## config.mk

```make
export PLATFORM = sky130hd
export DESIGN_NAME = nonce_sequencer
export DESIGN_NICKNAME = d
export VERILOG_FILES = /design/src/rtl/sha256_pkg.sv /design/src/rtl/lz_compare.sv /design/src/rtl/nonce_sequencer.sv
export SDC_FILE = /design/constraint.sdc
export NUM_CORES = 2
export LEC_CHECK = 0
export CORE_AREA = 2 2 756 758
export CTS_BUF_LIST = sky130_fd_sc_hd__clkbuf_16
export DETAILED_ROUTE_END_ITERATION = 12
export DIE_AREA = 0 0 758 760
export GPL_ROUTABILITY_DRIVEN = 0
export HOLD_SLACK_MARGIN = 0.08
export PLACE_DENSITY = 0.38
export SLEW_MARGIN = 10
export SYNTH_ARGS = -nofsm -noshare
export SYNTH_HDL_FRONTEND = slang
export SYNTH_HIERARCHICAL = 1
export SYNTH_SLANG_ARGS = --single-unit
export TNS_END_PERCENT = 1
```

## constraint.sdc

```tcl
create_clock -name i_clock -period 5.9 [get_ports i_clock]
set_input_delay 0.59 -clock i_clock [delete_from_list [all_inputs] [get_ports i_clock]]
set_output_delay 0.59 -clock i_clock [all_outputs]
set_load 0.1 [all_outputs]
```

## src/rtl/sha256_pkg.sv

```systemverilog
// sha256_pkg: shared SHA-256 constants and the nonce sequencer state encoding.
package sha256_pkg;
    localparam int BLK_W = 512;
    localparam int DIG_W = 256;
    localparam logic [63:0] LEN_HDR = 64'd640;
    localparam logic [63:0] LEN_DIG = 64'd256;
    localparam logic [DIG_W-1:0] SHA256_IV = {
        32'h6a09e667, 32'hbb67ae85, 32'h3c6ef372, 32'ha54ff53a,
        32'h510e527f, 32'h9b05688c, 32'h1f83d9ab, 32'h5be0cd19
    };
    typedef enum logic [2:0] {IDLE, MID, WMID, BLK2, WBLK2, FIN, WFIN, CHECK} state_t;
endpackage

```

## src/rtl/lz_compare.sv

```systemverilog
// lz_compare: hit when the top i_zeros bits of the digest are all zero (counts >= 64 check 64+ bits).
module lz_compare
    import sha256_pkg::*;
(
    input  logic [DIG_W-1:0] i_digest,
    input  logic [6:0]       i_zeros,
    output logic             o_hit
);
    logic [DIG_W-1:0] w_mask;
    assign w_mask = ~({DIG_W{1'b1}} >> i_zeros);
    assign o_hit  = (i_digest & w_mask) == '0;
endmodule

```

## src/rtl/nonce_sequencer.sv

```systemverilog
// nonce_sequencer: drives an external SHA-256 core through double-hash nonce attempts.
// Macro NONCE_SEQ_MIDSTATE_CACHE_EN reuses the first-block midstate across attempts.
module nonce_sequencer
    import sha256_pkg::*;
#(
    parameter int unsigned NONCE_STRIDE = 1,
    parameter int          ZW           = 7
) (
    input  logic              i_clock,
    input  logic              i_resetn,
    input  logic              i_start,
    input  logic              i_abort,
    input  logic [639:0]      i_header,
    input  logic [ZW-1:0]     i_zeros,
    output logic              o_core_start,
    output logic [BLK_W-1:0]  o_core_block,
    output logic [DIG_W-1:0]  o_core_hin,
    input  logic              i_core_done,
    input  logic [DIG_W-1:0]  i_core_hout,
    output logic              o_busy,
    output logic              o_found,
    output logic              o_exhausted,
    output logic [31:0]       o_golden_nonce,
    output logic [DIG_W-1:0]  o_hash_out
);
`ifdef NONCE_SEQ_MIDSTATE_CACHE_EN
    localparam state_t MISS_NEXT = BLK2;
`else
    localparam state_t MISS_NEXT = MID;
`endif
    state_t           r_state, w_next;
    logic [639:32]    r_header;
    logic [6:0]       r_zeros;
    logic [31:0]      r_nonce, r_golden, w_nonce_inc;
    logic [DIG_W-1:0] r_mid, r_dig1, r_dig2, r_hash;
    logic [6:0]       w_zeros;
    logic             w_carry, w_hit, w_core_start, w_found, w_exhausted;
    logic             w_is_mid, w_is_blk, w_is_fin;

    assign w_zeros = (32'(i_zeros) > 32'd64) ? 7'd64 : 7'(i_zeros);
    assign {w_carry, w_nonce_inc} = {1'b0, r_nonce} + 33'(NONCE_STRIDE);

    lz_compare u_lz (
        .i_digest (r_dig2),
        .i_zeros  (r_zeros),
        .o_hit    (w_hit)
    );

    // Block and chaining value follow the state pair so they stay stable while the core works.
    assign w_is_mid = (r_state == MID)  || (r_state == WMID);
    assign w_is_blk = (r_state == BLK2) || (r_state == WBLK2);
    assign w_is_fin = (r_state == FIN)  || (r_state == WFIN);
    assign o_core_block = w_is_mid ? r_header[639:128] :
                          w_is_blk ? {r_header[127:32], r_nonce, 1'b1, 319'b0, LEN_HDR} :
                          w_is_fin ? {r_dig1, 1'b1, 191'b0, LEN_DIG} : '0;
    assign o_core_hin   = w_is_blk ? r_mid : (w_is_mid || w_is_fin) ? SHA256_IV : '0;
    assign o_core_start = w_core_start;
    assign o_found      = w_found;
    assign o_exhausted  = w_exhausted;
    assign o_busy       = r_state != IDLE;
    assign o_golden_nonce = r_golden;
    assign o_hash_out   = r_hash;

    always_ff @(posedge i_clock or negedge i_resetn)
        if (!i_resetn) r_state <= IDLE;
        else           r_state <= w_next;

    always_comb begin
        w_next       = r_state;
        w_core_start = 1'b0;
        w_found      = 1'b0;
        w_exhausted  = 1'b0;
        if (r_state == IDLE) begin
            if (i_start) w_next = MID;
        end else if (i_abort) begin
            w_next = IDLE;
        end else begin
            case (r_state)
                MID:     begin w_core_start = 1'b1; w_next = WMID; end
                WMID:    if (i_core_done) w_next = BLK2;
                BLK2:    begin w_core_start = 1'b1; w_next = WBLK2; end
                WBLK2:   if (i_core_done) w_next = FIN;
                FIN:     begin w_core_start = 1'b1; w_next = WFIN; end
                WFIN:    if (i_core_done) w_next = CHECK;
                CHECK: begin
                    w_found     = w_hit;
                    w_exhausted = !w_hit && w_carry;
                    w_next      = (w_hit || w_carry) ? IDLE : MISS_NEXT;
                end
                default: w_next = IDLE;
            endcase
        end
    end

    always_ff @(posedge i_clock or negedge i_resetn)
        if (!i_resetn) begin
            r_header <= '0;
            r_zeros  <= '0;
            r_nonce  <= '0;
            r_mid    <= '0;
            r_dig1   <= '0;
            r_dig2   <= '0;
            r_golden <= '0;
            r_hash   <= '0;
        end else begin
            if (r_state == IDLE && i_start) begin
                r_header <= i_header[639:32];
                r_zeros  <= w_zeros;
                r_nonce  <= i_header[31:0];
                r_golden <= '0;
                r_hash   <= '0;
            end
            if (!i_abort) begin
                if (r_state == WMID  && i_core_done) r_mid  <= i_core_hout;
                if (r_state == WBLK2 && i_core_done) r_dig1 <= i_core_hout;
                if (r_state == WFIN  && i_core_done) r_dig2 <= i_core_hout;
                if (r_state == CHECK && !w_hit)      r_nonce <= w_nonce_inc;
            end
            if (w_found) begin
                r_golden <= r_nonce;
                r_hash   <= r_dig2;
            end
        end
endmodule

```

# After elaboration in Yosys (flattened, before gate mapping)

Cells that the tools add are included.

$add $sub $neg: 1
Multipliers: 0
Divide/modulo/power cells: 0
$lt $le $gt $ge: 1
Eq/ne operators: 11
Shift operators: 1
Muxes and demuxes: 30
Bitwise logic cells: 3
Reduce and logical (&&, ||, !) cells: 21

Operators with widths:

| kind                    | number |
|---|---|
| $mux 512                | 3 |
| $mux 256                | 3 |
| $and 256x256->256       | 1 |
| $logic_not 256->1       | 1 |
| $not 256->256           | 1 |
| $shr 256x7->256 const A | 1 |
| $mux 255                | 1 |
| $mux 32                 | 5 |
| $add 32x1->33 const B   | 1 |
| $pmux 3 s7              | 1 |
| $mux 3                  | 6 |
| $eq 3x3->1 const B      | 4 |
| $mux 1                  | 10 |
| $ne 4x3->1 const B      | 2 |
| $gt 7x7->1 const B      | 1 |
| $mux 7                  | 1 |
| $eq 3x2->1 const B      | 2 |
| $logic_and 1x1->1       | 6 |
| $reduce_and 2->1        | 3 |
| $logic_or 1x1->1        | 5 |
| $ne 4x4->1 const B      | 1 |
| $reduce_and 4->1        | 1 |
| $eq 3x1->1 const B      | 1 |
| $logic_not 3->1         | 1 |
| other kinds (6)         | 6 |

Bits in registers: 1,706
Latch bits: 0
RAM bits: 0
Memory bits (read-only): 0
Input bits: 908
Output and inout bits: 1,060
Word-level logic and storage cells: 77
Memories: 0

# Logic depth before layout (Yosys ltp)

Word-level depth: 9
Depth in mapped cells: 17
Gate-level depth less buffers: 12

# By module

Netlist, hierarchy kept.

By module, submodules not included:

| module          | times used | cells each | area an instance (um2) |
|---|---|---|---|
| nonce_sequencer | 1          | 6,554      | 71,905.2 |
| lz_compare      | 1          | 279        | 1,669.1 |

# Least setup slack after synthesis

Ideal clock, no wire load.

Kind: register to output
From: register r_zeros[3]
To: output port o_exhausted
Data arrival time: 4.436 ns
Setup slack: 0.874 ns
Cell stages (with the launch flop): 15
Buffers on the path: 5
Cells stage by stage: dfrtp_1 -> clkbuf_1 -> clkbuf_1 -> clkbuf_1 -> o21ai_0 -> nand3_1 -> a21oi_1 -> a21boi_0 -> o21ai_0 -> and4_1 -> inv_1 -> nand2b_1 -> buf_2 -> clkbuf_1 -> nor3_1

Longest elaborated chain between the ends: 9

Ends and longest elaborated chain:

| item                     | RTL line               | RTL |
|---|---|---|
| start: declaration       | nonce_sequencer.sv:33  | `logic [6:0] r_zeros;` |
| start signal: assignment | nonce_sequencer.sv:108 | `r_zeros <= w_zeros;` |
| $shr 256x7->256          | lz_compare.sv:10       | `assign w_mask = ~({DIG_W{1'b1}} >> i_zeros);` |
| $not 256->256            | lz_compare.sv:10       |  |
| $and 256x256->256        | lz_compare.sv:11       | `assign o_hit = (i_digest & w_mask) == '0;` |
| $logic_not 256->1        | lz_compare.sv:11       |  |
| via w_hit                | nonce_sequencer.sv:37  | `logic w_carry, w_hit, w_core_start, w_found, w_exhausted;` |
| $logic_not 1->1          | nonce_sequencer.sv:87  | `w_exhausted = !w_hit && w_carry;` |
| $logic_and 1x1->1        | nonce_sequencer.sv:87  |  |
| $mux 1                   | nonce_sequencer.sv:78  | `case (r_state)` |
| $mux 1                   | nonce_sequencer.sv:75  | `end else if (i_abort) begin` |
| $mux 1                   | nonce_sequencer.sv:73  | `if (r_state == IDLE) begin` |
| end: declaration         | nonce_sequencer.sv:22  | `output logic o_exhausted,` |

The timed path passes the listed nets, and every way through them passes these cells.

# Final worst setup path

From: register r_zeros[3]
To: output port o_found

Longest elaborated chain between the ends: 7

Ends and longest elaborated chain:

| item              | RTL line              | RTL |
|---|---|---|
| $shr 256x7->256   | lz_compare.sv:10      |  |
| $not 256->256     | lz_compare.sv:10      |  |
| $and 256x256->256 | lz_compare.sv:11      |  |
| $logic_not 256->1 | lz_compare.sv:11      |  |
| via w_hit         | nonce_sequencer.sv:37 |  |
| $mux 1            | nonce_sequencer.sv:78 |  |
| $mux 1            | nonce_sequencer.sv:75 |  |
| $mux 1            | nonce_sequencer.sv:73 |  |
| end: declaration  | nonce_sequencer.sv:21 | `output logic o_found,` |

The timed path passes the listed nets, and every way through them passes these cells.

==> summary.md <==
| Metric | Value |
|---|---|
| Outcome | `completed` |
| Crit path arrival time | `4.80 ns` |
| Worst-skew pair later-pin latency | `0.95 ns` |
| Period Utilization, post-route | `91.28%` |
| Fraction of registers with async set/reset | `100.0%` |
| Reg2reg end | `o_golden_nonce[10]` |
| Final #Nets | `9889` |
| DPL Wire Length | `392800 um` |
| Clock tree root buffer cell | `clkbuf_16` |
| Core area | `567700 um^2` |
| GR Overflow Total | `0` |
| Post-Syn Area | `73570 um^2` |
| Post-layout min period | `5.386 ns` |
| Top-level port count | `1968` |
| H-tree Lvls | `4` |
| Synth Net Count | `7742` |
| DP Area | `100800 um^2` |
| 1st-iter DRT viols | `4170` |
| Initial core utilization | `12.96%` |
| Die H | `760 um` |
| Clock tree buffer depth | `4` |
| Row count | `277` |
| All-Layer GR Usage | `16.69%` |
| Syn_area_per_cell | `10.77 um^2` |
| Worst Path Buf+Inv | `4` |
| Clock slew at reported path FFs | `0.06 ns` |
| Postcts setup bufs | `0` |
| Worst Reg-to-Reg Cells | `13` |
| FILL cells | `62680` |
| First-pass GRT wire length | `647400 um` |
| Vias in the first global route | `62980` |
| Max-cap viol count | `0` |
| Drt first pass iters | `7` |
| Drt drc | `0` |
| CP most frequent cell | `buf_4` |
| IO buf count | `1967` |
| Seq/Total Area, Yosys | `58.02%` |
| CTS buffer count | `226` |
| Ys flop type | `dfrtp_1` |
| Full die area | `576100 um^2` |
| EDFF count, synth | `0` |
| Post-CTS resize count | `0` |
| Drt wl/cell | `29.84 um` |
| Final hold viol count | `0` |
| Clk sink count | `1706` |
| CP endpoint kind | `output port` |
| Initial antenna violation count | `181` |
| Layout Cells excl Fill | `16770` |
| Cts hold-fix bufs | `304` |
| Die Span X | `758 um` |
| Hold depth | `3` |
| Layout cell share with drive strength beyond 1 | `15.44%` |
| Worst-path cell chain | `buf_4 > or3_1 > a21oi_1 > nor3_1 > a2111oi_1 > nand4_1 > o41ai_2 > and4_1 > inv_1 > nor2_4 > buf_4 > buf_12` |
| WS Path Type | `reg2out` |
| Largest net degree at the start of global routing | `152` |
| Routed vias/inst | `3.669` |
| Slowest Stage Delay on Critical Path | `0.60 ns` |
| CTS tree | `done` |
| Max-slew violations | `0` |
| Final count of negative-setup-slack endpoints | `0` |
| Clk_skew | `0.07639 ns` |
| Crit path max fanout | `30` |
| Crit-path slowest cell | `dfrtp_2` |
| DRT antenna net count | `0` |
| Area share of the largest cell type after synthesis | `58.02%` |
| P&R area growth vs syn | `51.49%` |
| Hold endpoint | `r_header[438]` |
| Cells after Synth | `6833` |
| Final instance area | `111500 um^2` |
| Register bit total from synthesis | `1706` |
| Cell family with most CP delay | `simple AND/OR/NAND/NOR gates` |
| Placed Instances | `15980` |
| Top cells by area, synth | `dfrtp_1 58%, nand2_1 12%, mux2_2 8.1%` |
| RR Startpoint | `r_zeros[3]` |
| Worst Hold Launch | `i_header[438]` |
| Slew margin rel. | `12.82%` |
| Cell taking the most area after synthesis | `dfrtp_1` |
| CP startpoint kind | `register` |
| RSZ-0062 raised after global routing | `no` |
| Fin Setup TNS | `0 ns` |
| Routed via count | `61540` |
| WP data required | `5.31 ns` |
| Distinct cells, synth | `85` |
| Total wire length | `500600 um` |
| Synthesis Warnings | `6` |
| Worst hold path class | `in2reg` |
| R2R setup slack | `0.94 ns` |
| Fmax | `0.1857 GHz` |
| Slew @ Worst Pin | `1.304 ns` |
## Yosys cell counts, types with 5 or more instances
master and n:
nand2_1 2286, a21o_1 11, o22ai_1 16, nand3b_1 7, o22a_1 5, buf_1 12, buf_4 68, mux2_2 527
mux2i_1 255, a31oi_1 10, o21a_1 6, a21oi_1 41, nor4_1 12, dfrtp_1 1706, nand3_1 19, or4_1 7
mux2_1 240, or2_1 5, and3_1 12, inv_1 9, nor3_1 19, and4_1 5, a211oi_1 17, nand4_1 16
a22o_1 291, o21ai_0 174, clkbuf_1 147, nor2_1 174, a221oi_1 5, clkbuf_2 8, buf_2 239, a311oi_1 9
and2_1 380
## stage by stage
stage / hold slack (ns) / utilization (%) / setup slack (ns)
global route: 0.1227 / 19.62 / 0.1491
detailed placement: 0.4538 / 17.76 / 0.9609
global placement: 0.4493 / 17.76 / 0.9333
CTS: 0.08025 / 19.60 / 0.2594
finish: 0.2026 / 19.63 / 0.5142
floorplan: 0.2944 / - / 0.8740
## tightest hold or removal path, stage by stage
cell and delay [ns]:
clkdlybuf4s50_1 0.40, nand2_1 0.06, nand2_1 0.04
## registers in the layout, indices dropped and copies added (netlist names)
signal          count
r_state             3
o_hash_out        256
r_dig2            256
r_dig1            256
o_golden_nonce     32
r_nonce            32
r_mid             256
r_zeros             7
r_header          608
## cell type report
class | count | area, um^2 | share of cell area, %
Antenna cell | 69 | 172.7 | 0.1549
Clock buffer | 229 | 5731 | 5.141
Clock inverter | 189 | 1677 | 1.504
Inverter | 9 | 33.78 | 0.03031
Multi-Input combinational cell | 4644 | 28580 | 25.64
Sequential cell | 1706 | 42700 | 38.31
Tap cell | 7533 | 9425 | 8.456
Timing Repair Buffer | 2393 | 23140 | 20.76
## metal layers
metal,wire length (um),GRT usage [%],part of all wire [%]
met5,443,0,0.089
met4,22860,6.524,4.6
met3,45830,6.345,9.2
met2,244400,28.92,49
met1,187000,18.32,37
## worst max-delay path by stage
| stage | start | slack [ns] | to | cells past startpoint |
|---|---|---|---|---|
| after floorplan | r_zeros[3] | 0.87 | o_exhausted | 14 |
| after global placement | r_zeros[3] | 0.93 | o_golden_nonce[14] | 13 |
| after detailed placement | r_zeros[3] | 0.96 | o_hash_out[164] | 13 |
| after CTS | r_zeros[3] | 0.26 | o_found | 12 |
| after global routing | r_zeros[1] | 0.15 | o_found | 11 |
| final | r_zeros[3] | 0.51 | o_found | 12 |
## cell usage in the layout (no fill, tap or decap), drive strengths merged, types with 230 or more instances in the layout
| master | Yosys | final |
|---|---|---|
| buf | 319 | 522 |
| dfrtp | 1706 | 1706 |
| clkdlybuf4s50 | 0 | 1566 |
| a22o | 291 | 291 |
| clkbuf | 155 | 230 |
| and2 | 381 | 381 |
| mux2 | 767 | 767 |
| mux2i | 255 | 255 |
| nand2 | 2286 | 2286 |
| dlygate4sd3 | 0 | 304 |
## logic make-up (layout without fill, tap and decap cells)
kind of cell / Yosys count / count (layout) / synth area share, %
compound gates: 640 / 640 / 6.384
xor+xnor: 3 / 3 / 0.03572
fa+ha+maj: 4 / 4 / 0.05782
buf+inv: 483 / 2820 / 3.231
flops: 1706 / 1706 / 58.02
mux: 1022 / 1022 / 15.21
other cells: 0 / 69 / 0
simple gates: 2975 / 2975 / 17.06
Power is left out: the tool's default activity adds up to more than one toggle a clock period on the data nets, which glitch-free logic cannot reach.
